$ cat src/rtl/mult_seq_ctrl.sv
// mult_seq_ctrl: iterative 32x32 -> 64-bit shift-add multiplier.
//
// One 33-bit adder is shared across 32 iterations, one multiplier bit per
// cycle. Signed operands are converted to magnitudes in PREP. The product
// is sign-corrected in FIXUP.
// Operation timeline, with the start accepted at edge E0:
//   E1       PREP -> ITER
//   E2..E33  iterations
//   E34      FIXUP -> DONE; result registers load
//
// Optional feature: define MULT_SEQ_OVF_EN to compute a 32-bit overflow
// flag, which is registered in FIXUP. Without it, ovf is tied low.

module mult_seq_ctrl (
  input  logic        clk,
  input  logic        reset,
  input  logic        start,
  input  logic        is_signed,
  input  logic [31:0] multiplicand,
  input  logic [31:0] multiplier,
  output logic        ready,
  output logic        done,
  output logic [31:0] resultHigh,
  output logic [31:0] resultLow,
  output logic        ovf
);

  typedef enum logic [2:0] {
    IDLE  = 3'd0,
    PREP  = 3'd1,
    ITER  = 3'd2,
    FIXUP = 3'd3,
    DONE  = 3'd4
  } state_t;

  // Magnitude of a 32-bit operand. In signed mode, a negative value is
  // replaced by its two's complement. 0x80000000 maps to 2^31, which still
  // fits in an unsigned 32-bit word.
  function automatic logic [31:0] mag32(input logic [31:0] x, input logic sgn);
    if (sgn && x[31]) begin
      mag32 = (~x) + 32'd1;
    end else begin
      mag32 = x;
    end
  endfunction

  // 64-bit two's-complement negation.
  function automatic logic [63:0] neg64(input logic [63:0] x);
    neg64 = (~x) + 64'd1;
  endfunction

  state_t      state_r;
  state_t      next_state_s;

  logic [31:0] op_a_r;      // captured multiplicand
  logic [31:0] op_b_r;      // captured multiplier
  logic        op_sgn_r;    // captured is_signed
  logic [31:0] a_mag_r;     // |A|
  logic        sign_r;      // sign of the final product
  logic [63:0] prod_r;      // {upper accumulator, remaining multiplier bits}
  logic [5:0]  cnt_r;       // iteration counter

  logic        ready_r;
  logic        done_r;
  logic [31:0] res_hi_r;
  logic [31:0] res_lo_r;

  logic [32:0] add_s;       // upper accumulator plus conditional |A|, with carry
  logic [63:0] fix_s;       // sign-corrected product

  // State register
  always_ff @(posedge clk) begin
    if (reset) begin
      state_r <= IDLE;
    end else begin
      state_r <= next_state_s;
    end
  end

  // Next-state logic; start is only looked at in the ready states
  always_comb begin
    next_state_s = state_r;
    case (state_r)
      IDLE: begin
        if (start) begin
          next_state_s = PREP;
        end else begin
          next_state_s = IDLE;
        end
      end
      PREP: begin
        next_state_s = ITER;
      end
      ITER: begin
        if (cnt_r == 6'd31) begin
          next_state_s = FIXUP;
        end else begin
          next_state_s = ITER;
        end
      end
      FIXUP: begin
        next_state_s = DONE;
      end
      DONE: begin
        if (start) begin
          next_state_s = PREP;
        end else begin
          next_state_s = DONE;
        end
      end
      default: begin
        next_state_s = IDLE;
      end
    endcase
  end

  // Shared adder and the sign fix-up of the finished product
  always_comb begin
    add_s = {1'b0, prod_r[63:32]} + ({33{prod_r[0]}} & {1'b0, a_mag_r});
    if (sign_r) begin
      fix_s = neg64(prod_r);
    end else begin
      fix_s = prod_r;
    end
  end

  // Operand capture, shift-add datapath and result registers
  always_ff @(posedge clk) begin
    if (reset) begin
      op_a_r   <= 32'd0;
      op_b_r   <= 32'd0;
      op_sgn_r <= 1'b0;
      a_mag_r  <= 32'd0;
      sign_r   <= 1'b0;
      prod_r   <= 64'd0;
      cnt_r    <= 6'd0;
      res_hi_r <= 32'd0;
      res_lo_r <= 32'd0;
    end else begin
      case (state_r)
        IDLE, DONE: begin
          if (start) begin
            op_a_r   <= multiplicand;
            op_b_r   <= multiplier;
            op_sgn_r <= is_signed;
          end else begin
            op_a_r   <= op_a_r;
            op_b_r   <= op_b_r;
            op_sgn_r <= op_sgn_r;
          end
        end
        PREP: begin
          a_mag_r <= mag32(op_a_r, op_sgn_r);
          prod_r  <= {32'd0, mag32(op_b_r, op_sgn_r)};
          sign_r  <= op_sgn_r & (op_a_r[31] ^ op_b_r[31]);
          cnt_r   <= 6'd0;
        end
        ITER: begin
          // Add-then-shift: the carry lands in bit 63 after the shift.
          prod_r <= {add_s, prod_r[31:1]};
          cnt_r  <= cnt_r + 6'd1;
        end
        FIXUP: begin
          prod_r   <= fix_s;
          res_hi_r <= fix_s[63:32];
          res_lo_r <= fix_s[31:0];
        end
        default: begin
          prod_r <= prod_r;
        end
      endcase
    end
  end

  // Handshake flags registered from the next state, so they track it exactly
  always_ff @(posedge clk) begin
    if (reset) begin
      ready_r <= 1'b1;
      done_r  <= 1'b0;
    end else begin
      ready_r <= (next_state_s == IDLE) || (next_state_s == DONE);
      done_r  <= (next_state_s == DONE);
    end
  end

`ifdef MULT_SEQ_OVF_EN
  logic ovf_r;

  // Overflow: result does not fit in 32 bits for the selected signedness
  always_ff @(posedge clk) begin
    if (reset) begin
      ovf_r <= 1'b0;
    end else if (state_r == FIXUP) begin
      if (op_sgn_r) begin
        ovf_r <= (fix_s[63:32] != {32{fix_s[31]}});
      end else begin
        ovf_r <= (fix_s[63:32] != 32'd0);
      end
    end else begin
      ovf_r <= ovf_r;
    end
  end

  assign ovf = ovf_r;
`else
  assign ovf = 1'b0;
`endif

  assign ready      = ready_r;
  assign done       = done_r;
  assign resultHigh = res_hi_r;
  assign resultLow  = res_lo_r;

endmodule

$ cat config.mk
export PLATFORM = sky130hd
export DESIGN_NAME = mult_seq_ctrl
export DESIGN_NICKNAME = d
export VERILOG_FILES = /design/src/rtl/mult_seq_ctrl.sv
export SDC_FILE = /design/constraint.sdc
export NUM_CORES = 1
export LEC_CHECK = 0
export CORE_ASPECT_RATIO = 0.75
export CORE_MARGIN = 2
export CORE_UTILIZATION = 60
export CTS_CLUSTER_SIZE = 10
export DETAILED_ROUTE_END_ITERATION = 6
export HOLD_SLACK_MARGIN = 0.12
export PLACE_DENSITY = 0.84
export SYNTH_ARGS = -nofsm -noshare
export SYNTH_HDL_FRONTEND = slang
export SYNTH_SLANG_ARGS = --single-unit
$ cat constraint.sdc
create_clock -name clk -period 4.5 [get_ports clk]
set_input_delay 0.9 -clock clk [delete_from_list [all_inputs] [get_ports clk]]
set_output_delay 0.9 -clock clk [all_outputs]
set_load 0.01 [all_outputs]
Word level (Yosys, flattened, before mapping)
Index checks and enable logic that the tools add are counted.

storage, ports and cells
  flip-flop bits (word level) = 237
  input port bits = 68
  output and inout port bits = 67

cells by class
  reduce and logical (&&, ||, !) cells = 9
  equality and inequality tests = 6
  muxes and demuxes = 9
  add/subtract/negate cells = 5
  bitwise logic cells = 6

operators by type and width
  kind                   count
  $pmux 64 s3            1
  $add 32x1->32 const B  2
  $add 64x1->64 const B  1
  $mux 32                2
  $mux 64                1
  $not 32->32            2
  $not 64->64            1
  $add 32x33->33         1
  $and 33x32->33         1
  $pmux 3 s5             1
  $pmux 6 s2             1
  $add 6x1->6 const B    1
  $eq 3x2->1 const B     2
  $eq 3x3->1 const B     2
  $eq 6x5->1 const B     1
  $logic_not 3->1        2
  $eq 3x1->1 const B     1
  $mux 3                 1
  $reduce_bool 3->1      1
  $logic_and 1x1->1      2
  $mux 1                 2
  $reduce_and 2->1       1
  $reduce_bool 2->1      1
  $reduce_or 2->1        1
  3 further kinds        3

Depth between registers and ports, before layout
Gate-level depths: netlist of run 1.

  word-level depth = 5
  depth in mapped cells = 14
  depth with buffers taken out = 12

Worst setup path after synthesis of run 1
No wires, ideal clock.

  path type = register to register
  from = register prod_r[0]
  to = register prod_r[63]
  cell stages (with the launch flop) = 15
  required time = 4440 ps
  setup time = 60 ps
  buffers on the path = 2
  data arrival time = 3051 ps
  period minus slack after synthesis = 3111 ps
  slack = 1389 ps
  path through = dfxtp_1 -> clkbuf_1 -> clkbuf_1 -> and2_1 -> ha_1 -> inv_1 -> fa_1 -> nand2b_1 -> a21o_1 -> a31oi_1 -> nand3_1 -> a21oi_1 -> o221ai_1 -> a2111oi_0 -> o221a_1

on the way
  word-level cells in the longest chain between the ends = 4
  elaborated cells between the ends (all ways) = 6
  classes of those cells = 2 x add/sub; 2 x mux; 2 x bitwise

ends and longest elaborated chain
  element                 RTL line  RTL
  start, declared         60        logic [63:0] prod_r;
  start signal, assigned  154       prod_r <= {32'd0, mag32(op_b_r, op_sgn_r)};
  start signal, assigned  160       prod_r <= {add_s, prod_r[31:1]};
  start signal, assigned  164       prod_r <= fix_s;
  $not 64->64             49        neg64 = (~x) + 64'd1;
  $add 64x1->64           49
  $mux 64                 120       if (sign_r) begin
  $pmux 64 s3 *           140       case (state_r)

Every way passes the cells marked *; elsewhere a longest branch is shown, timed or not.
A chain may end at the register's enable or synchronous reset.

Worst setup path after layout of run 1
  from = register prod_r[0]
  to = register prod_r[56]

The elaborated chain is that of the path after synthesis.

==> results_dict.tcl, run 1 <==
set metrics [dict create \
    grt.total_usage 0.338 \
    crit_chain "buf_4 -> and2_1 -> ha_1 -> a21oi_1 -> nand2b_1 -> o31ai_1 -> a211oi_1 -> o31ai_1 -> o21bai_1 -> xnor2_1 -> o22ai_1" \
    core_um2 22800 \
    period_share 0.775 \
    synth.net_count 1922 \
    synth_most_common_cell "nand2_1" \
    ctsHtreeMaxLevel 1 \
    place_congestion 0.968 \
    grt_overflow 0 \
    yosysUniqueCellTypes 82 \
    synthXorXnorAreaFrac 0.0870 \
    grt_pass1_vias 11944 \
    antenna_found_initial 0 \
    chipWidth_um 179 \
    synthCells 1817 \
    drt_first_pass_iters 5 \
    path_class "reg -> reg" \
    yosys.area.top_type "dfxtp_1" \
    postCtsHoldBufs 0 \
    crit_top_cell "o31ai_1" \
    antenna_left 0 \
    async_flop_share 0 \
    io_pins 135 \
    grt_max_degree 122 \
    portBuffers 133 \
    cts-resized-gates 0 \
    setup_tns_ns 0 \
    seq_area_frac_synth 0.344 \
    start_kind "flip-flop" \
    utilization 0.698 \
    layout_min_cycle_time_ns 3.49 \
    synthFlopType "dfxtp_1" \
    drc 0 \
    required_ns 4.88 \
    root_buffer "clkbuf_16" \
    dieArea_um2 24200 \
    cts_buffer_depth 3 \
    start_util 0.606 \
    hpwlAfterDp_mm 30.1 \
    path_clk_slew_ns 0.06 \
    max_stage_delay_ns 0.67 \
    synthesis.area_um2 13800 \
    fin_hold_ws_ns 0.452 \
    cts_sinks 237 \
    irDropWorstVdd_mv 0.251 \
    crit_slowest_cell "o31ai_1" \
    syn_area_per_cell_um2 7.59 \
    rsz0062_at_grt "no" \
    nets 1976 \
    yosysWarnings 0 \
    clk-insertion-delay-late_ns 0.54 \
    yosys.area_share.simple 0.223 \
    synthAdderAreaFrac 0.0341 \
    critical_path.max_fanout 28 \
    die_h_um 135 \
    via_count 13627 \
    area_delta_synth_final_pct 15.3 \
    synth_top_family_by_area "compound AO/OA/AOI/OAI gates" \
    setup_viol 0 \
    power_leakage_nw 5.85 \
    synth_commonest_cells "nand2_1, dfxtp_1, a21oi_1, nor2_1, clkbuf_1" \
    max_freq_mhz 287 \
    row_count 48 \
    finalHoldViolCount 0 \
    power_w 0.00517 \
    synth-compound-area-share 0.263 \
    relSlewSlack 0.199 \
    arrival_ns 3.87 \
    grt_pass1_wl_mm 65.1 \
    layout-drive-gt1-share 0.0454 \
    tightest_slew_ns 1.20 \
    synthTopCellsByArea "dfxtp_1, a21oi_1, nand2_1, xnor2_1, nor2_1" \
    synth-seq-cells 237 \
    powerDensity_nw_per_um2 325 \
    routedWlPerCell_um 19.2 \
    outcome "finished, final reports clean" \
    nFillCells 1891 \
    n_antenna_cell 0 \
    report.final.slew_viol_count 0 \
    hp-class "reg -> reg" \
    wl_mm 41.7 \
    drt_iter0_drc 1653 \
    synth_edf_count 0 \
    numCtsBuffers 27 \
    post_cts_buffers 0 \
    synth_top_area_share 0.344 \
    cts_tree "done" \
    skew_ns 0.0181 \
    cap_viol_max_count 0 \
    synthMuxAreaShare 0.00508 \
    vias_per_cell 6.27 \
    setup.worst_path.end_class "flip-flop" \
]
## registers in the layout, summed over array words and instances (netlist names), 3 cells and up
| register | cells |
|---|---|
| prod_r | 64 |
| cnt_r | 6 |
| op_a_r | 32 |
| op_b_r | 32 |
| a_mag_r | 32 |
| resultHigh | 32 |
| resultLow | 32 |
| state_r | 3 |
## final timing paths
kind / from / slack, ns / to / cells after the start
worst max-delay path: prod_r[0] / 1.01 / prod_r[56] / 11
worst min-delay path: resultHigh[14] / 0.45 / resultHigh[14] / 2
worst max register to register: prod_r[0] / 1.01 / prod_r[56] / 11
worst min register to register: resultHigh[14] / 0.45 / resultHigh[14] / 2
## metal layers
layer,vias up,track usage,routed length (um)
met4,0,0.0605,453
met5,-,0,0
met2,721,0.464,16400
li1,6584,-,-
met3,48,0.0707,4900
met1,6274,0.539,19900
## through the flow
step	instance area (um^2)	setup slack [ns]	std cells
5_1_grt	15900	0.820	2172
6_report	15900	1.01	2172
4_1_cts	15900	1.09	2172
2_1_floorplan	13800	1.39	1817
3_3_place_gp	15200	1.18	2142
3_5_place_dp	15200	1.11	2142
## worst max-delay path, delay by kind of cell (launching register included)
family | cells | cell delay (ns)
flops | 1 | 0.54
buf+inv | 1 | 0.32
fa+ha+maj | 1 | 0.27
compound gates | 6 | 1.74
simple gates | 2 | 0.27
xor+xnor | 1 | 0.17
## cells in the final DEF (no fill, tap or decap), drive strengths merged, types with 6 or more instances in the layout
master,netlist,final
xnor2,76,76
o21ai,94,94
nand2b,8,8
nor4,18,18
o21a,11,11
clkdlybuf4s50,0,132
dfxtp,237,237
o31ai,19,19
ha,36,36
clkbuf,107,29
xor2,61,61
a21o,20,20
a22oi,9,9
o22ai,8,8
and2,38,38
o211ai,9,9
nor2b,8,8
nand2,299,299
a211oi,73,73
a221oi,6,6
or2,7,7
buf,17,17
a21oi,229,229
mux2i,7,7
o32ai,6,6
nand3,30,30
nor2,165,165
or4,8,8
or3,18,18
and3,7,7
nor3,35,35
a31oi,19,19
o221ai,7,7
inv,31,32
o41ai,19,19
nand4,10,10
## logic make-up after synthesis
kind of cell | count (synthesis)
AOI/OAI and AO/OA | 573
xor gates and xnor gates | 137
adders and majority gates | 37
buffers and inverters | 155
DFF | 237
muxes | 7
other | 1
and+or+nand+nor | 670
## power breakdown
part | switching [W] | internal, W
Sequential | 0.000143 | 0.00222
Clock | 0.000809 | 0.00107
Combinational | 0.000582 | 0.000349
## layout make-up
type / count / area, um^2 / area share
clock buffers: 29 / 693 / 0.0436
clock inverters: 1 / 8.76 / 0.000551
inverters: 31 / 116 / 0.00732
multi-input cells: 1425 / 8480 / 0.533
flip-flops and latches: 237 / 4750 / 0.299
well taps: 300 / 375 / 0.0236
repair buffers: 149 / 1480 / 0.0929
Power figures use the tool's default switching activity.
==> run 2, diff against run 1 <==
- CORE_UTILIZATION: 60 -> 58
- PLACE_DENSITY: 0.84 -> 0.82
- clock period: 4.5 -> 3.3 ns (I/O delays scaled with it)
==> run 2 against run 1 <==
Critical path depth down 3; cell count up 1.8%; combinational power up 44%; critical path type unchanged.
==> results_dict.tcl, run 2 (synthesized netlist as in run 1, its figures left out) <==
set metrics [dict create \
    io_pins 135 \
    largest_reg_flops 64 \
    cp_top_family "simple AND/OR/NAND/NOR gates" \
    max_freq_mhz 320 \
    placed_cell_area_um2 15500 \
    portBuffers 133 \
    antenna_left 0 \
    stdcell_area_um2 16300 \
    crit_slowest_cell "nor4_1" \
    cap_viol_max_count 0 \
    period_share 0.948 \
    start_util 0.595 \
    clockPowerShare 0.385 \
    finalHoldViolCount 0 \
    area_delta_synth_final_pct 18.4 \
    root_buffer "clkbuf_16" \
    max_stage_delay_ns 0.59 \
    drt_first_pass_iters 5 \
    grt_overflow 0 \
    setup_ws_ns 0.172 \
    report.final.slew_viol_count 0 \
    n_antenna_cell 0 \
    fin_hold_ws_ns 0.449 \
    wl_mm 41.8 \
    regMostFlops "prod_r" \
    power.switching_w 0.00217 \
    relSlewSlack 0.530 \
    required_ns 3.72 \
    postCtsHoldBufs 0 \
    p_seq_frac 0.435 \
    drt_iter0_drc 1432 \
    nets 2011 \
    place_congestion 0.971 \
    die_h_um 138 \
    share_comb_of_total_power 0.181 \
    setup_viol 0 \
    place_worst_setup_slack_ns 0.0886 \
    start_kind "flip-flop" \
    tightest_slew_ns 0.705 \
    register_area_um2 4750 \
    antenna_found_initial 0 \
    grt_pass1_vias 12487 \
    rsz0062_at_grt "no" \
    multi_input_area_um2 8500 \
    chipWidth_um 182 \
    row_count 48 \
    irDropWorstVdd_mv 0.413 \
    clk-insertion-delay-late_ns 0.56 \
    hpwlAfterDp_mm 31.0 \
    layout-drive-gt1-share 0.0649 \
    crit_chain "nor4_1 -> and4bb_1 -> nand3_1 -> o41ai_4 -> buf_4 -> a211oi_1 -> a21oi_1 -> o22ai_1" \
    cts-resized-gates 0 \
    power_leakage_nw 6.08 \
    post_cts_buffers 0 \
    final_common_cell "nand2_1" \
    utilization 0.704 \
    grt_pass1_wl_mm 66.5 \
    layout_min_cycle_time_ns 3.13 \
    skew_ns 0.0188 \
    critical_path.max_fanout 8 \
    grt.total_usage 0.330 \
    drc 0 \
    dieArea_um2 25000 \
    outcome "finished, final reports clean" \
    powerDensity_nw_per_um2 453 \
    internal_power_w 0.00523 \
    cts_buffer_depth 3 \
    arrival_ns 3.55 \
    setup_tns_ns 0 \
    grt_max_degree 53 \
    path_clk_slew_ns 0.05 \
    critPathBufInv 1 \
    nFillCells 1927 \
    cts_tree "done" \
    vias_per_cell 6.21 \
    hp-class "reg -> reg" \
    final_cell_mix "nand2_1, dfxtp_1, a21oi_1" \
    path_class "reg -> reg" \
    core_um2 23200 \
    setup.worst_path.end_class "flip-flop" \
    via_count 13727 \
    cts_sinks 237 \
    ctsHtreeMaxLevel 1 \
    routedWlPerCell_um 18.9 \
    numCtsBuffers 28 \
    switching_share 0.293 \
]
[run 2: layer usage]
layer	global-route usage	part of all wire	vias up
li1	-	-	6640
met1	0.496	0.47	6350
met2	0.464	0.39	688
met3	0.102	0.13	49
met4	0.0565	0.014	0
met5	0	0	-
[run 2: worst min-delay path: stages (launching register included)]
cell	delay (ns)
dfxtp_1	0.30
nand2_1	0.05
a21oi_1	0.05
[run 2: worst paths after layout]
| check | startpoint | endpoint | slack [ns] | cells past startpoint |
|---|---|---|---|---|
| hold / removal | resultHigh[14] | resultHigh[14] | 0.45 | 2 |
| hold reg to reg | resultHigh[14] | resultHigh[14] | 0.45 | 2 |
| setup reg to reg | prod_r[15] | prod_r[56] | 0.17 | 8 |
| setup / recovery | prod_r[15] | prod_r[56] | 0.17 | 8 |
[run 2: metrics by stage]
step                std cells  total power (W)
global route             2211          0.00767
finish                   2211          0.00739
floorplan                1817          0.00409
CTS                      2211          0.00737
detailed placement       2176          0.00455
global placement         2176          0.00452
[run 2: area by class of cell]
cell class                      instances  share of cell area
Tap cell                              300              0.0230
Multi-Input combinational cell       1425               0.520
Timing Repair Buffer                  183               0.109
Clock buffer                           32              0.0445
Sequential cell                       237               0.291
Inverter                               31             0.00713
Clock inverter                          3             0.00552
[run 2: power by group through the flow]
stage	sequential, W	combinational [W]	clock [W]
3_5_place_dp	0.00326	0.00129	0
4_1_cts	0.00320	0.00130	0.00286
6_report	0.00321	0.00134	0.00284
2_1_floorplan	0.00320	0.000890	0
5_1_grt	0.00323	0.00146	0.00298
3_3_place_gp	0.00325	0.00126	0
==> run 3, diff against run 2 <==
- PLACE_DENSITY: 0.82 -> 0.81
==> run 3 against run 2 <==
Non-clock buffer count down 1; combinational power about the same; die area unchanged; utilization down 0.74 points; largest cell class unchanged; highest routed layer unchanged.
==> results_dict.tcl, run 3 (synthesized netlist as in run 1, its figures left out) <==
set metrics [dict create \
    outcome "finished, final reports clean" \
    period_share 0.961 \
    tightest_slew_ns 0.720 \
    root_buffer "clkbuf_16" \
    relSlewSlack 0.513 \
    final_common_cell "nand2_1" \
    max_stage_delay_ns 0.57 \
    clk-insertion-delay-late_ns 0.55 \
    grt_pass1_wl_mm 65.5 \
    crit_slowest_cell "or4_4" \
    ctsHtreeMaxLevel 1 \
    hpwlAfterDp_mm 30.9 \
    drt_iter0_drc 1422 \
    nets 2009 \
    grt_max_degree 62 \
    antenna_left 0 \
    via_count 13770 \
    power_leakage_nw 6.01 \
    die_h_um 138 \
    r2r_slack_ns 0.13 \
    cts-resized-gates 0 \
    report.final.slew_viol_count 0 \
    setup_viol 0 \
    setup_tns_ns 0 \
    critical_path.max_fanout 8 \
    layout-drive-gt1-share 0.0614 \
    grt.total_usage 0.328 \
    cp_top_family "simple AND/OR/NAND/NOR gates" \
    path_clk_slew_ns 0.06 \
    arrival_ns 3.65 \
    fin_hold_ws_ns 0.451 \
    chipWidth_um 182 \
    hp-class "reg -> reg" \
    place_congestion 0.986 \
    cts_tree "done" \
    drc 0 \
    dieArea_um2 25000 \
    drt_first_pass_iters 6 \
    largest_reg_flops 64 \
    start_kind "flip-flop" \
    row_count 48 \
    routedWlPerCell_um 19.2 \
    setup.worst_path.end_class "flip-flop" \
    hp-start "resultLow[19]" \
    finalHoldViolCount 0 \
    powerDensity_nw_per_um2 440 \
    min_to "resultLow[19]" \
    required_ns 3.78 \
    cts_buffer_depth 3 \
    r2r_start "prod_r[10]" \
    max_freq_mhz 315 \
    whs_path_depth 2 \
    irDropWorstVdd_mv 0.398 \
    nFillCells 1974 \
    postCtsHoldBufs 0 \
    path_class "reg -> reg" \
    core_um2 23200 \
    numCtsBuffers 27 \
    rsz0062_at_grt "no" \
    crit_chain "or4_4 -> and4bb_1 -> nand3_1 -> o41ai_4 -> nand2_1 -> o21ai_0 -> a21oi_1 -> o22ai_1" \
    grt_pass1_vias 12025 \
    post_cts_buffers 0 \
    grt_overflow 0 \
    area_delta_synth_final_pct 17.1 \
    portBuffers 133 \
    skew_ns 0.0185 \
    critPathBufInv 0 \
    reg2regPathDepth 8 \
    antenna_found_initial 1 \
    r2r_end "prod_r[56]" \
    vias_per_cell 6.24 \
    wl_mm 42.3 \
    regMostFlops "prod_r" \
    layout_min_cycle_time_ns 3.17 \
    cts_sinks 237 \
    io_pins 135 \
    cap_viol_max_count 0 \
    final_cell_mix "nand2_1, dfxtp_1, a21oi_1" \
    start_util 0.595 \
]
-- run 3: cell count changes in the layout (fill, tap and decap cells not counted), sizes merged --
cell	change
bufinv	-2
inv	+1
clkbuf	-2
buf	-1
clkinv	-1
diode	+1
-- run 3: metrics by stage --
| step | utilization | worst slack (ns) | std cells | power [W] | cell area (um^2) |
|---|---|---|---|---|---|
| 2_1_floorplan | - | 0.189 | 1817 | 0.00409 | 13800 |
| 6_report | 0.697 | 0.128 | 2207 | 0.00711 | 16200 |
| 3_3_place_gp | 0.666 | 0.266 | 2175 | 0.00451 | 15400 |
| 5_1_grt | 0.697 | 0.00943 | 2206 | 0.00737 | 16200 |
| 3_5_place_dp | 0.666 | 0.142 | 2175 | 0.00454 | 15400 |
| 4_1_cts | 0.697 | 0.153 | 2206 | 0.00709 | 16100 |
-- run 3: area by class of cell --
class,instances,area (um^2),area share
Inverter,31,116,0.00720
Tap cell,300,375,0.0232
Clock buffer,30,687,0.0425
Timing Repair Buffer,182,1730,0.107
Clock inverter,1,20.0,0.00124
Antenna cell,1,2.50,0.000155
Sequential cell,237,4750,0.294
Multi-Input combinational cell,1425,8480,0.525
-- run 3: tightest hold or removal path: cells and delay by family (launching register included) --
family,cells,cell delay [ns]
AOI/OAI and AO/OA,1,0.05
DFF,1,0.31
and+or+nand+nor,1,0.05
-- run 3: how the worst max path moves through the flow --
stage	from	endpoint	slack, ns	depth (start not counted)
6_report	prod_r[10]	prod_r[56]	0.13	8
3_3_place_gp	prod_r[0]	prod_r[63]	0.27	12
3_5_place_dp	prod_r[0]	prod_r[63]	0.14	12
4_1_cts	prod_r[0]	prod_r[63]	0.15	12
5_1_grt	prod_r[10]	prod_r[48]	0.009	8
2_1_floorplan	prod_r[0]	prod_r[63]	0.19	14
-- run 3: per-layer routing --
metal  part of all wire  global-route usage
met4              0.016              0.0632
met5                  0                   0
met1               0.47               0.497
met3               0.13              0.0981
met2               0.39               0.456
-- run 3: report_power, final --
part,switching (W),internal [W]
clock network,0.00113,0.00145
registers,0.000191,0.00302
logic,0.000814,0.000501
total,0.00214,0.00497
